[src/rtl/uart_loader_pkg.sv]
// uart_loader_pkg: shared widths, word/address types and loader FSM encoding.
package uart_loader_pkg;
  localparam int ADDR_WIDTH = 16;
  localparam int WORD_WIDTH = 16;
  typedef logic [WORD_WIDTH-1:0] word_t;
  typedef logic [ADDR_WIDTH-1:0] addr_t;
  typedef enum logic [2:0] {S_ADDR, S_COUNT, S_DATA, S_WRITE, S_CSUM, S_DONE} state_t;
endpackage

[src/rtl/uart_loader_if.sv]
// uart_loader_if: received-word stream, memory write port and CPU control of the loader.
interface uart_loader_if;
  import uart_loader_pkg::*;
  word_t in_word;
  logic  in_word_ready;
  addr_t mem_addr;
  word_t mem_data;
  logic  mem_wr_req;
  logic  mem_wr_ack;
  logic  cpu_hold;
  logic  load_done;
  logic  load_err;
  modport master (input in_word, in_word_ready, mem_wr_ack,
                  output mem_addr, mem_data, mem_wr_req, cpu_hold, load_done, load_err);
  modport slave  (output in_word, in_word_ready, mem_wr_ack,
                  input mem_addr, mem_data, mem_wr_req, cpu_hold, load_done, load_err);
endinterface

[src/rtl/uart_loader_pending_buf.sv]
// loader_pending_buf: one-entry holding register for a word that arrives while a write is outstanding.
module loader_pending_buf
  import uart_loader_pkg::*;
(
  input  logic  clk,
  input  logic  rst,
  input  logic  push_i,
  input  logic  pop_i,
  input  word_t data_i,
  output logic  full_o,
  output word_t data_o
);
  logic  full_q;
  word_t data_q;
  always_ff @(posedge clk) begin
    if (rst) begin
      full_q <= 1'b0;
      data_q <= '0;
    end else if (push_i) begin
      full_q <= 1'b1;
      data_q <= data_i;
    end else if (pop_i) begin
      full_q <= 1'b0;
    end
  end
  assign full_o = full_q;
  assign data_o = data_q;
endmodule

[src/rtl/uart_loader.sv]
// uart_loader: parses address/count/data/checksum word stream into memory writes while holding the CPU.
module uart_loader
  import uart_loader_pkg::*;
#(
  parameter int unsigned TIMEOUT_CYCLES = 1_000_000
) (
  input  logic clk,
  input  logic rst,
  uart_loader_if.master bus_io
);
  state_t      state_q;
  addr_t       addr_q;
  word_t       data_q, sum_q, cnt_q;
  logic        req_q, hold_q, done_q, err_q, abort_q;
  logic [31:0] tmo_q;
  logic        full, stall, ack, ovr, push, pop, w_vld, timeout;
  word_t       pend, w;
  loader_pending_buf u_pend (
    .clk    (clk),
    .rst    (rst),
    .push_i (push),
    .pop_i  (pop),
    .data_i (bus_io.in_word),
    .full_o (full),
    .data_o (pend)
  );
  // In S_WRITE/S_DONE words are only buffered; elsewhere a buffered word is consumed first.
  always_comb begin
    stall   = state_q inside {S_WRITE, S_DONE};
    ack     = req_q && bus_io.mem_wr_ack;
    ovr     = stall && bus_io.in_word_ready && full && !abort_q;
    push    = bus_io.in_word_ready && !abort_q && (stall ? !full : full);
    pop     = stall ? ack && (abort_q || ovr) : full;
    w_vld   = !stall && (full || bus_io.in_word_ready);
    w       = full ? pend : bus_io.in_word;
    timeout = (state_q inside {S_COUNT, S_DATA, S_CSUM}) && !w_vld
              && tmo_q == 32'(TIMEOUT_CYCLES - 1);
  end
  always_ff @(posedge clk) begin
    if (rst) begin
      state_q <= S_ADDR;
      addr_q  <= '0;
      data_q  <= '0;
      sum_q   <= '0;
      cnt_q   <= '0;
      req_q   <= 1'b0;
      hold_q  <= 1'b0;
      done_q  <= 1'b0;
      err_q   <= 1'b0;
      abort_q <= 1'b0;
      tmo_q   <= '0;
    end else begin
      done_q  <= 1'b0;
      tmo_q   <= (w_vld || stall || state_q == S_ADDR) ? '0 : tmo_q + 32'd1;
      abort_q <= abort_q || ovr;
      if (ovr) err_q <= 1'b1;
      case (state_q)
        S_ADDR: if (w_vld) begin
          addr_q  <= w;
          err_q   <= 1'b0;
          hold_q  <= 1'b1;
          sum_q   <= '0;
          state_q <= S_COUNT;
        end
        S_COUNT: if (w_vld) begin
          cnt_q   <= w;
          state_q <= (w == '0) ? S_CSUM : S_DATA;
        end
        S_DATA: if (w_vld) begin
          data_q  <= w;
          sum_q   <= sum_q + w;
          state_q <= S_WRITE;
        end
        S_WRITE: if (!req_q) begin
          req_q <= 1'b1;
        end else if (ack) begin
          req_q   <= 1'b0;
          addr_q  <= addr_q + 1'b1;
          cnt_q   <= cnt_q - 1'b1;
          abort_q <= 1'b0;
          if (abort_q || ovr) begin
            hold_q  <= 1'b0;
            state_q <= S_ADDR;
          end else begin
            state_q <= (cnt_q == 16'd1) ? S_CSUM : S_DATA;
          end
        end
        S_CSUM: if (w_vld) begin
          if (w == sum_q) begin
            done_q  <= 1'b1;
            state_q <= S_DONE;
          end else begin
            err_q   <= 1'b1;
            hold_q  <= 1'b0;
            state_q <= S_ADDR;
          end
        end
        S_DONE: begin
          hold_q  <= 1'b0;
          abort_q <= 1'b0;
          state_q <= S_ADDR;
        end
        default: state_q <= S_ADDR;
      endcase
      if (timeout) begin
        err_q   <= 1'b1;
        hold_q  <= 1'b0;
        state_q <= S_ADDR;
      end
    end
  end
  assign bus_io.mem_addr   = addr_q;
  assign bus_io.mem_data   = data_q;
  assign bus_io.mem_wr_req = req_q;
  assign bus_io.cpu_hold   = hold_q;
  assign bus_io.load_done  = done_q;
  assign bus_io.load_err   = err_q;
endmodule

[src/flat_wrapper.sv]
// flat-port wrapper written by rule: the top's interface ports become plain ports
module uart_loader_flat import uart_loader_pkg::*;
#(
  parameter int unsigned TIMEOUT_CYCLES = 1_000_000
)
  (clk, rst, bus_io_in_word, bus_io_in_word_ready, bus_io_mem_wr_ack, bus_io_mem_addr, bus_io_mem_data, bus_io_mem_wr_req, bus_io_cpu_hold, bus_io_load_done, bus_io_load_err);
  uart_loader_if bus_io_i ();
  input  logic clk;
  input  logic rst;
  input wire logic [$bits(bus_io_i.in_word)-1:0] bus_io_in_word;
  input wire logic [$bits(bus_io_i.in_word_ready)-1:0] bus_io_in_word_ready;
  input wire logic [$bits(bus_io_i.mem_wr_ack)-1:0] bus_io_mem_wr_ack;
  output wire logic [$bits(bus_io_i.mem_addr)-1:0] bus_io_mem_addr;
  output wire logic [$bits(bus_io_i.mem_data)-1:0] bus_io_mem_data;
  output wire logic [$bits(bus_io_i.mem_wr_req)-1:0] bus_io_mem_wr_req;
  output wire logic [$bits(bus_io_i.cpu_hold)-1:0] bus_io_cpu_hold;
  output wire logic [$bits(bus_io_i.load_done)-1:0] bus_io_load_done;
  output wire logic [$bits(bus_io_i.load_err)-1:0] bus_io_load_err;
  assign bus_io_i.in_word = bus_io_in_word;
  assign bus_io_i.in_word_ready = bus_io_in_word_ready;
  assign bus_io_i.mem_wr_ack = bus_io_mem_wr_ack;
  assign bus_io_mem_addr = bus_io_i.mem_addr;
  assign bus_io_mem_data = bus_io_i.mem_data;
  assign bus_io_mem_wr_req = bus_io_i.mem_wr_req;
  assign bus_io_cpu_hold = bus_io_i.cpu_hold;
  assign bus_io_load_done = bus_io_i.load_done;
  assign bus_io_load_err = bus_io_i.load_err;
  uart_loader #(.TIMEOUT_CYCLES(TIMEOUT_CYCLES)) u_core (.clk(clk), .rst(rst), .bus_io(bus_io_i));
endmodule
[config.mk]
export PLATFORM = sky130hd
export DESIGN_NAME = uart_loader_flat
export DESIGN_NICKNAME = d
export VERILOG_FILES = /design/src/rtl/uart_loader_pkg.sv /design/src/rtl/uart_loader_if.sv /design/src/rtl/uart_loader_pending_buf.sv /design/src/rtl/uart_loader.sv /design/src/flat_wrapper.sv
export SDC_FILE = /design/constraint.sdc
export NUM_CORES = 1
export LEC_CHECK = 0
export ABC_AREA = 1
export BUFFER_PORTS_ARGS = -buffer_cell sky130_fd_sc_hd__clkbuf_2
export CORE_UTILIZATION = 30
export DETAILED_ROUTE_END_ITERATION = 8
export MAX_ROUTING_LAYER = met4
export PLACE_DENSITY = 0.54
export REMOVE_ABC_BUFFERS = 1
export SYNTH_ARGS = -nofsm -noshare
export SYNTH_HDL_FRONTEND = slang
export SYNTH_SLANG_ARGS = --single-unit
[constraint.sdc]
create_clock -name clk -period 2.9 [get_ports clk]
set_clock_uncertainty 0.05 [all_clocks]
set_input_delay 0.29 -clock clk [delete_from_list [all_inputs] [get_ports clk]]
set_output_delay 0.29 -clock clk [all_outputs]
set_load 0.005 [all_outputs]
# Word level (Yosys, flattened, before mapping)
# Cells that the tools add are included.
[op_classes] add_sub_neg=4 eq_ne=16 muxes=45 n_bitwise=2 reduce_logical=36
[op_table] cell="16-bit 2-to-1 mux" n=8
[op_table] cell="16-bit one-hot mux with 2 select lines" n=3
[op_table] cell="32-bit by 1-bit adder with 32-bit output, second input constant" n=1
[op_table] cell="32-bit by 20-bit equality test with 1-bit output, second input constant" n=1
[op_table] cell="3-bit 2-to-1 mux" n=10
[op_table] cell="1-bit 2-to-1 mux" n=20
[op_table] cell="16-bit by 1-bit adder with 16-bit output, second input constant" n=1
[op_table] cell="16-bit adder" n=1
[op_table] cell="16-bit by 1-bit equality test with 1-bit output, second input constant" n=1
[op_table] cell="16-bit equality test" n=1
[op_table] cell="16-bit zero test" n=1
[op_table] cell="16-bit by 1-bit subtractor with 16-bit output, second input constant" n=1
[op_table] cell="3-bit one-hot mux with 5 select lines" n=1
[op_table] cell="2-bit by 1-bit inequality test with 1-bit output, second input constant" n=6
[op_table] cell="1-bit logical AND" n=10
[op_table] cell="2-bit nonzero test" n=5
[op_table] cell="4-bit AND reduction" n=2
[op_table] cell="7-bit AND reduction" n=1
[op_table] cell="3-bit by 2-bit equality test with 1-bit output, second input constant" n=2
[op_table] cell="3-bit equality test, second input constant" n=2
[op_table] cell="6-bit AND reduction" n=1
[op_table] cell="1-bit zero test" n=4
[op_table] cell="1-bit logical OR" n=4
[op_table] cell="2-bit inequality test, second input constant" n=2
[op_table] cell="11 further kinds" n=14
[word_totals] regBits=121 input_bits=20 output_inout_bits=36 elab_cells=116

# Logic depth before layout (Yosys ltp)
# Gate-level depths: netlist of run 1.
[logic_depth] ltp_word=10 depth_mapped=16 depth_no_buf=14

# Modules after synthesis
# From an unflattened synthesis of run 1, not the netlist that was laid out.
[hier_totals] hier_cells=1052 area_unflattened_um2=6930.4
[modules_own_cells] module="uart_loader" instances=1 cells_per_inst=979 area_per_inst_um2=6342.3 seq_area_each_um2=2082.0
[modules_own_cells] module="loader_pending_buf" instances=1 cells_per_inst=73 area_per_inst_um2=588.1 seq_area_each_um2=340.3

# Least setup slack after synthesis of run 1
# No wires, ideal clock.
[synth_timing] path_type="register -> register" startpoint="reg u_core.u_pend.full_q (netlist: u_core.u_pend.full_o)" endpoint="reg u_core.sum_q[14]" setup_ps=132 arrival_time_ps=2042 required_ps=2718 setup_slack_ps=676 stages_incl_launch_ff=16 path_buffers=2 synth_period_minus_slack_ps=2224 path_cell_list="dfxtp_1 -> buf_4 -> inv_2 -> buf_2 -> nand2_1 -> nand2_1 -> ha_1 -> fa_1 -> nand3_1 -> nand2_1 -> nand2_1 -> nand2_1 -> nand3_1 -> nand3b_1 -> nand3_1 -> a21oi_1"
[synth_via] elab_chain_len=4 elab_cells_between_ends=9 cone_classes="1 x add/sub; 2 x eq/ne; 3 x mux; 3 x reduce/logical"
[synth_lines] element="from (decl)" line="uart_loader_pending_buf.sv:13" text="logic full_q;"
[synth_lines] element="from (signal assigned)" line="uart_loader_pending_buf.sv:17" text="full_q <= 1'b0;"
[synth_lines] element="from (signal assigned)" line="uart_loader_pending_buf.sv:20" text="full_q <= 1'b1;"
[synth_lines] element="from (signal assigned)" line="uart_loader_pending_buf.sv:23" text="full_q <= 1'b0;"
[synth_lines] element="16-bit 2-to-1 mux" line="uart_loader.sv:35" text="w = full ? pend : bus_io.in_word;"
[synth_lines] element="named net u_core.w[0]" line="uart_loader.sv:17" text="word_t pend, w;"
[synth_lines] element="16-bit adder" line="uart_loader.sv:71" text="sum_q <= sum_q + w;"
[synth_lines] element="16-bit 2-to-1 mux" line="uart_loader.sv:69" text="S_DATA: if (w_vld) begin"
[synth_lines] element="16-bit one-hot mux with 2 select lines" line="uart_loader.sv:57" text="case (state_q)"
[synth_lines] element="to (signal assigned)" line="uart_loader.sv:71"
[synth_lines] element="to (decl)" line="uart_loader.sv:13" text="word_t data_q, sum_q, cnt_q;"
# The timed path passes the listed nets, and every way through them passes these cells. The select of a mux whose other input is x is not followed.
# A chain may end at the register's enable or synchronous reset.

# Worst setup path in the final report of run 1
# Ends and elaborated chain as after synthesis.

==> flow_metrics.env, run 1 <==
export IMPL_crit_path_max_incr_delay_ns=0.43
export IMPL_rsz0062_at_grt="false"
export IMPL_antenna_found_initial=1
export IMPL_first_pass_iters=5
export IMPL_ys_flop_type="dfxtp_1"
export IMPL_power_mw=6.78
export IMPL_r2r_slack_ns=0.44
export IMPL_dieHeight_um=154
export IMPL_drt_iter0_drc=457
export IMPL_slew_violations=0
export IMPL_synth_top_family_by_area="simple AND/OR/NAND/NOR gates"
export IMPL_rows=55
export IMPL_ant_nets=0
export IMPL_whs_path_depth=3
export IMPL_end_kind="register"
export IMPL_clk_latency_ns=0.42
export IMPL_cts_setup_buffers=0
export IMPL_min_to="u_core.u_pend.data_o[13]$_SDFFE_PP0P_"
export IMPL_worstPathBufferInverterCount=2
export IMPL_globalplace_congestion=0.912
export IMPL_synthesis_area_sq_mm=0.00693
export IMPL_maxSlewHeadroom=0.638
export IMPL_r2r_cells=15
export IMPL_drive_above_1_share=0.113
export IMPL_crit_slowest_cell="fa_1"
export IMPL_core_area_sq_mm=0.0226
export IMPL_synth_xor_area_frac=0.0278
export IMPL_avgRoutedWirePerCell_um=13.9
export IMPL_yosys_top_cells_count="272 x nand2_1, 125 x a21oi_1, 121 x dfxtp_1"
export IMPL_grt_usage=0.179
export IMPL_cts_sinks=121
export IMPL_crit_type="register to register"
export IMPL_rr_startpoint="u_core.u_pend.full_o$_SDFFE_PP0P_"
export IMPL_wl_um=19800
export IMPL_fmax_mhz=407
export IMPL_rr_endpoint="u_core.sum_q[14]$_SDFFE_PP0P_"
export IMPL_min_period_ns=2.46
export IMPL_grt_pass1_vias=6400
export IMPL_dr_total_vias=6893
export IMPL_clkTransAtPathRegs_ns=0.06
export IMPL_yosys_warnings=0
export IMPL_htreeDepth=4
export IMPL_synth_compound_area_frac=0.170
export IMPL_async_flop_share=0
export IMPL_dieArea_sq_mm=0.0237
export IMPL_port_buffers=55
export IMPL_cts_hold_buf=0
export IMPL_nets=1164
export IMPL_ir_drop_mv=0.391
export IMPL_initial_core_util=0.306
export IMPL_syn_avg_cell_area_sq_um=6.50
export IMPL_synth_top_area_share=0.350
export IMPL_path_cells="buf_4 -> inv_2 -> nand2_1 -> nand2_1 -> ha_1 -> fa_1 -> nand3_1 -> nand2_1 -> nand2_1 -> nand2_1 -> nand3_1 -> nand2_1 -> nand2_1 -> nand3_1 -> a21oi_1"
export IMPL_critPathArrivalTime_ns=2.75
export IMPL_clockBufferDepth=2
export IMPL_area_delta_synth_final_pct=18.0
export IMPL_root_buffer="clkbuf_16"
export IMPL_critPathTopFamily="simple AND/OR/NAND/NOR gates"
export IMPL_grt_pass1_wl_um=32600
export IMPL_ioPinCount=56
export IMPL_post_cts_resized=0
export IMPL_place_inst=1390
export IMPL_syn_instance_count=1067
export IMPL_grt_max_degree=46
export IMPL_setup_viol=0
export IMPL_critPathRequiredTime_ns=3.20
export IMPL_worstSetupStartpointType="register"
export IMPL_drt_vias_per_instance=4.84
export IMPL_stdcell_count=1423
export IMPL_path_common_cell="nand2_1"
export IMPL_dp_hpwl_um=14600
export IMPL_final_setup_tns_ns=0
export IMPL_yosys_area_top_type="dfxtp_1"
export IMPL_cts_buffers=17
export IMPL_die_w_um=154
export IMPL_cts_tree="built"
export IMPL_outcome="complete, no violations"
export IMPL_yosysSeqAreaShare=0.350
export IMPL_worstMarginPinSlew_ns=0.542
export IMPL_hold_path_class="input port to register"
export IMPL_synthSimpleGateAreaFrac=0.326
export IMPL_cp_max_fo=18
export IMPL_synth_fa_ha_area_frac=0.0372
export IMPL_synth_ff_latch_count=121
export IMPL_min_period_over_period=0.848
export IMPL_synth_most_common_cell="nand2_1"
export IMPL_power_leakage_nw=3.40
export IMPL_p_per_area_mw_per_mm2=829
export IMPL_synth_area_leaders="dfxtp_1 35%, nand2_1 15%, a21oi_1 9.0%"
export IMPL_synth_edf_count=0
export IMPL_drv_cap=0
export IMPL_yosysUniqueCellTypes=39
export IMPL_synth_mux_area_frac=0
export IMPL_drc_errors=0
export IMPL_worstHoldStart="bus_io_in_word[13]"
export IMPL_hold_viol=0
export IMPL_grt_ovfl_total=0
## layout make-up
class                           count  area [sq um]
Tap cell                          285           357
Inverter                          124           468
Sequential cell                   121          2420
Clock buffer                       20           437
Multi-Input combinational cell    790          3880
Antenna cell                        1          2.50
Timing Repair Buffer               70           388
Clock inverter                     12           223
Fill cell                        2447         14500
## cells in the final DEF (no fill, tap or decap), types with 19 or more instances in the layout
cell      instances
a21oi_1         125
inv_1           114
nand4_1          20
nand2_1         272
nor3_1           34
ha_1             19
clkbuf_2         55
o21ai_0          72
nand3_1          62
dfxtp_1         121
nor2_1          101
## report_power, final
part	switching [mW]	internal, mW	total, mW	leakage [nW]
Combinational	1.43	0.766	2.20	2.10
Clock	0.801	1.61	2.41	0.314
Sequential	0.242	1.93	2.17	0.982
Total	2.47	4.31	6.78	3.40
## per-layer routing
| layer | wire length (um) | vias up | global-route usage |
|---|---|---|---|
| li1 | - | 3635 | - |
| met1 | 9450 | 3109 | 0.224 |
| met2 | 9080 | 132 | 0.283 |
| met3 | 1040 | 17 | 0.0476 |
| met4 | 271 | 0 | 0.0457 |
| met5 | 0 | - | - |
## worst max path at each step
| stage | cells after the start | end | from |
|---|---|---|---|
| final | 15 | u_core.sum_q[14]$_SDFFE_PP0P_ | u_core.u_pend.full_o$_SDFFE_PP0P_ |
| after global routing | 15 | u_core.sum_q[14]$_SDFFE_PP0P_ | u_core.u_pend.full_o$_SDFFE_PP0P_ |
| after CTS | 15 | u_core.sum_q[14]$_SDFFE_PP0P_ | u_core.u_pend.full_o$_SDFFE_PP0P_ |
| after detailed placement | 14 | u_core.sum_q[14]$_SDFFE_PP0P_ | u_core.u_pend.full_o$_SDFFE_PP0P_ |
| after global placement | 15 | u_core.sum_q[14]$_SDFFE_PP0P_ | u_core.u_pend.full_o$_SDFFE_PP0P_ |
| after floorplan | 7 | u_core.bus_io.mem_addr[7]$_SDFFE_PP0P_ | u_core.state_q[1]$_SDFFE_PP0P_ |
## kinds of logic after synthesis
kind of cell,count (synthesis)
XOR/XNOR,22
adder cells (fa/ha/maj),20
flip-flops,121
AND/OR/NAND/NOR,522
AO/OA/AOI/OAI,226
buffers and inverters,156
## state kept, by name, summed over array words and instances, names as in the netlist, 3 cells and up
register and count:
u_core.sum_q 16, u_core.bus_io.mem_data 16, u_core.tmo_q 32, u_core.bus_io.mem_addr 16, u_core.cnt_q 16, u_core.u_pend.data_o 16, u_core.state_q 3
## through the flow
stage | cell area (sq um) | utilization | worst slack [ns] | hold slack, ns
floorplan | 6770 | - | 0.273 | 0.309
global placement | 7520 | 0.332 | 0.547 | 0.381
detailed placement | 7520 | 0.332 | 0.474 | 0.387
CTS | 8180 | 0.361 | 0.447 | 0.0904
global route | 8180 | 0.361 | 0.187 | 0.0983
finish | 8180 | 0.361 | 0.442 | 0.109
## tightest hold or removal path: stages
cell      delay (ns)
clkbuf_2        0.09
o21ai_1         0.06
a21oi_1         0.10
Power figures use the tool's default switching activity.
==> inputs of run 2 (changes only) <==
clock period = 2.45 ns   (was 2.9 ns; I/O delays follow)
==> flow_metrics.env, run 2 (synthesis gave the netlist of run 1 again) <==
export IMPL_critPathRequiredTime_ns=2.75
export IMPL_globalplace_congestion=0.880
export IMPL_crit_path_max_incr_delay_ns=0.43
export IMPL_drv_cap=0
export IMPL_p_comb_frac=0.340
export IMPL_post_cts_resized=0
export IMPL_ir_drop_mv=0.398
export IMPL_clockPowerShare=0.328
export IMPL_cts_buffers=17
export IMPL_grt_ovfl_total=0
export IMPL_worstSetupStartpointType="register"
export IMPL_outcome="complete, no violations"
export IMPL_path_cells="inv_4 -> nand2_1 -> nand2_1 -> ha_1 -> fa_1 -> nand3_1 -> nand2_1 -> nand2_1 -> nand2_1 -> nand3_1 -> nand2_1 -> nand2_1 -> nand3_1 -> a21oi_1"
export IMPL_stdcell_count=1432
export IMPL_core_area_sq_mm=0.0226
export IMPL_drt_iter0_drc=491
export IMPL_antenna_found_initial=2
export IMPL_wl_um=20100
export IMPL_first_pass_iters=5
export IMPL_crit_slowest_cell="fa_1"
export IMPL_die_w_um=154
export IMPL_nets=1173
export IMPL_drive_above_1_share=0.121
export IMPL_dieArea_sq_mm=0.0237
export IMPL_intPower_mw=4.84
export IMPL_area_delta_synth_final_pct=18.1
export IMPL_grt_pass1_vias=6281
export IMPL_htreeDepth=4
export IMPL_p_seq_frac=0.332
export IMPL_drt_vias_per_instance=4.83
export IMPL_grt_usage=0.178
export IMPL_hold_viol=0
export IMPL_dieHeight_um=154
export IMPL_crit_type="register to register"
export IMPL_swShare=0.376
export IMPL_cts_hold_buf=0
export IMPL_final_cell_mix="272 x nand2_1, 125 x a21oi_1, 120 x dfxtp_1"
export IMPL_cts_tree="built"
export IMPL_setup_viol=0
export IMPL_cp_max_fo=18
export IMPL_path_common_cell="nand2_1"
export IMPL_dr_total_vias=6912
export IMPL_ioPinCount=56
export IMPL_clkTransAtPathRegs_ns=0.05
export IMPL_dp_hpwl_um=14800
export IMPL_rsz0062_at_grt="false"
export IMPL_worstMarginPinSlew_ns=0.527
export IMPL_critPathArrivalTime_ns=2.46
export IMPL_grt_max_degree=46
export IMPL_ant_nets=0
export IMPL_fmax_mhz=463
export IMPL_clk_latency_ns=0.42
export IMPL_drc_errors=0
export IMPL_worst_slack_ns=0.289
export IMPL_cts_sinks=121
export IMPL_initial_core_util=0.306
export IMPL_top_register="u_core.tmo_q"
export IMPL_p_per_area_mw_per_mm2=948
export IMPL_clockBufferDepth=2
export IMPL_rows=55
export IMPL_cts_setup_buffers=0
export IMPL_p_sw_mw=2.92
export IMPL_detailedPlace_worstSlack_ns=0.180
export IMPL_root_buffer="clkbuf_16"
export IMPL_critPathTopFamily="simple AND/OR/NAND/NOR gates"
export IMPL_largest_reg_flops=32
export IMPL_grt_pass1_wl_um=32500
export IMPL_maxSlewHeadroom=0.648
export IMPL_place_inst=1399
export IMPL_port_buffers=55
export IMPL_end_kind="register"
export IMPL_slew_violations=0
export IMPL_whs_ns=0.0767
export IMPL_min_period_ns=2.16
export IMPL_min_period_over_period=0.882
export IMPL_power_leakage_nw=3.42
export IMPL_hold_path_class="input port to register"
export IMPL_layout_commonest_cell="nand2_1"
export IMPL_worstPathBufferInverterCount=1
export IMPL_avgRoutedWirePerCell_um=14.0
## run 2: final cells by class
type	count	area, sq um
Sequential cell	121	2420
Antenna cell	2	5.00
Fill cell	2450	14500
Multi-Input combinational cell	790	3880
Timing Repair Buffer	79	455
Tap cell	285	357
Inverter	124	470
Clock buffer	24	502
Clock inverter	7	90.1
## run 2: worst paths after layout
path / startpoint / endpoint / slack, ns / cells after the start
worst max-delay path: u_core.u_pend.full_o$_SDFFE_PP0P_ / u_core.sum_q[14]$_SDFFE_PP0P_ / 0.29 / 14
worst min-delay path: bus_io_in_word[13] / u_core.u_pend.data_o[13]$_SDFFE_PP0P_ / 0.08 / 3
worst max register to register: u_core.u_pend.full_o$_SDFFE_PP0P_ / u_core.sum_q[14]$_SDFFE_PP0P_ / 0.29 / 14
worst min register to register: u_core.tmo_q[0]$_SDFF_PP0_ / u_core.tmo_q[0]$_SDFF_PP0_ / 0.39 / 1
## run 2: metrics by stage
step / area [sq um] / setup TNS, ns / total power, mW / utilization
after CTS: 8180 / 0 / 7.81 / 0.361
final: 8190 / 0 / 7.76 / 0.362
after detailed placement: 7580 / 0 / 5.24 / 0.335
after global routing: 8190 / 0 / 8.30 / 0.362
after floorplan: 6770 / -0.226 / 4.36 / -
after global placement: 7580 / 0 / 5.24 / 0.335
## run 2: routing by layer
layer,global-route usage,up-vias,share of wire
met4,0.0524,0,0.013
met1,0.227,3079,0.48
li1,-,3651,-
met5,-,-,0
met3,0.0369,18,0.055
met2,0.283,164,0.45
## run 2: tightest hold or removal path: stages
cell and delay [ns]:
clkbuf_2 0.10, o21ai_1 0.06, a21oi_1 0.10
## run 2: power groups by stage
| stage | clock (mW) | sequential (mW) | combinational (mW) |
|---|---|---|---|
| floorplan | 0 | 2.56 | 1.80 |
| global placement | 0 | 2.61 | 2.63 |
| detailed placement | 0 | 2.61 | 2.63 |
| CTS | 2.59 | 2.57 | 2.65 |
| global route | 2.69 | 2.63 | 2.99 |
| finish | 2.55 | 2.58 | 2.64 |
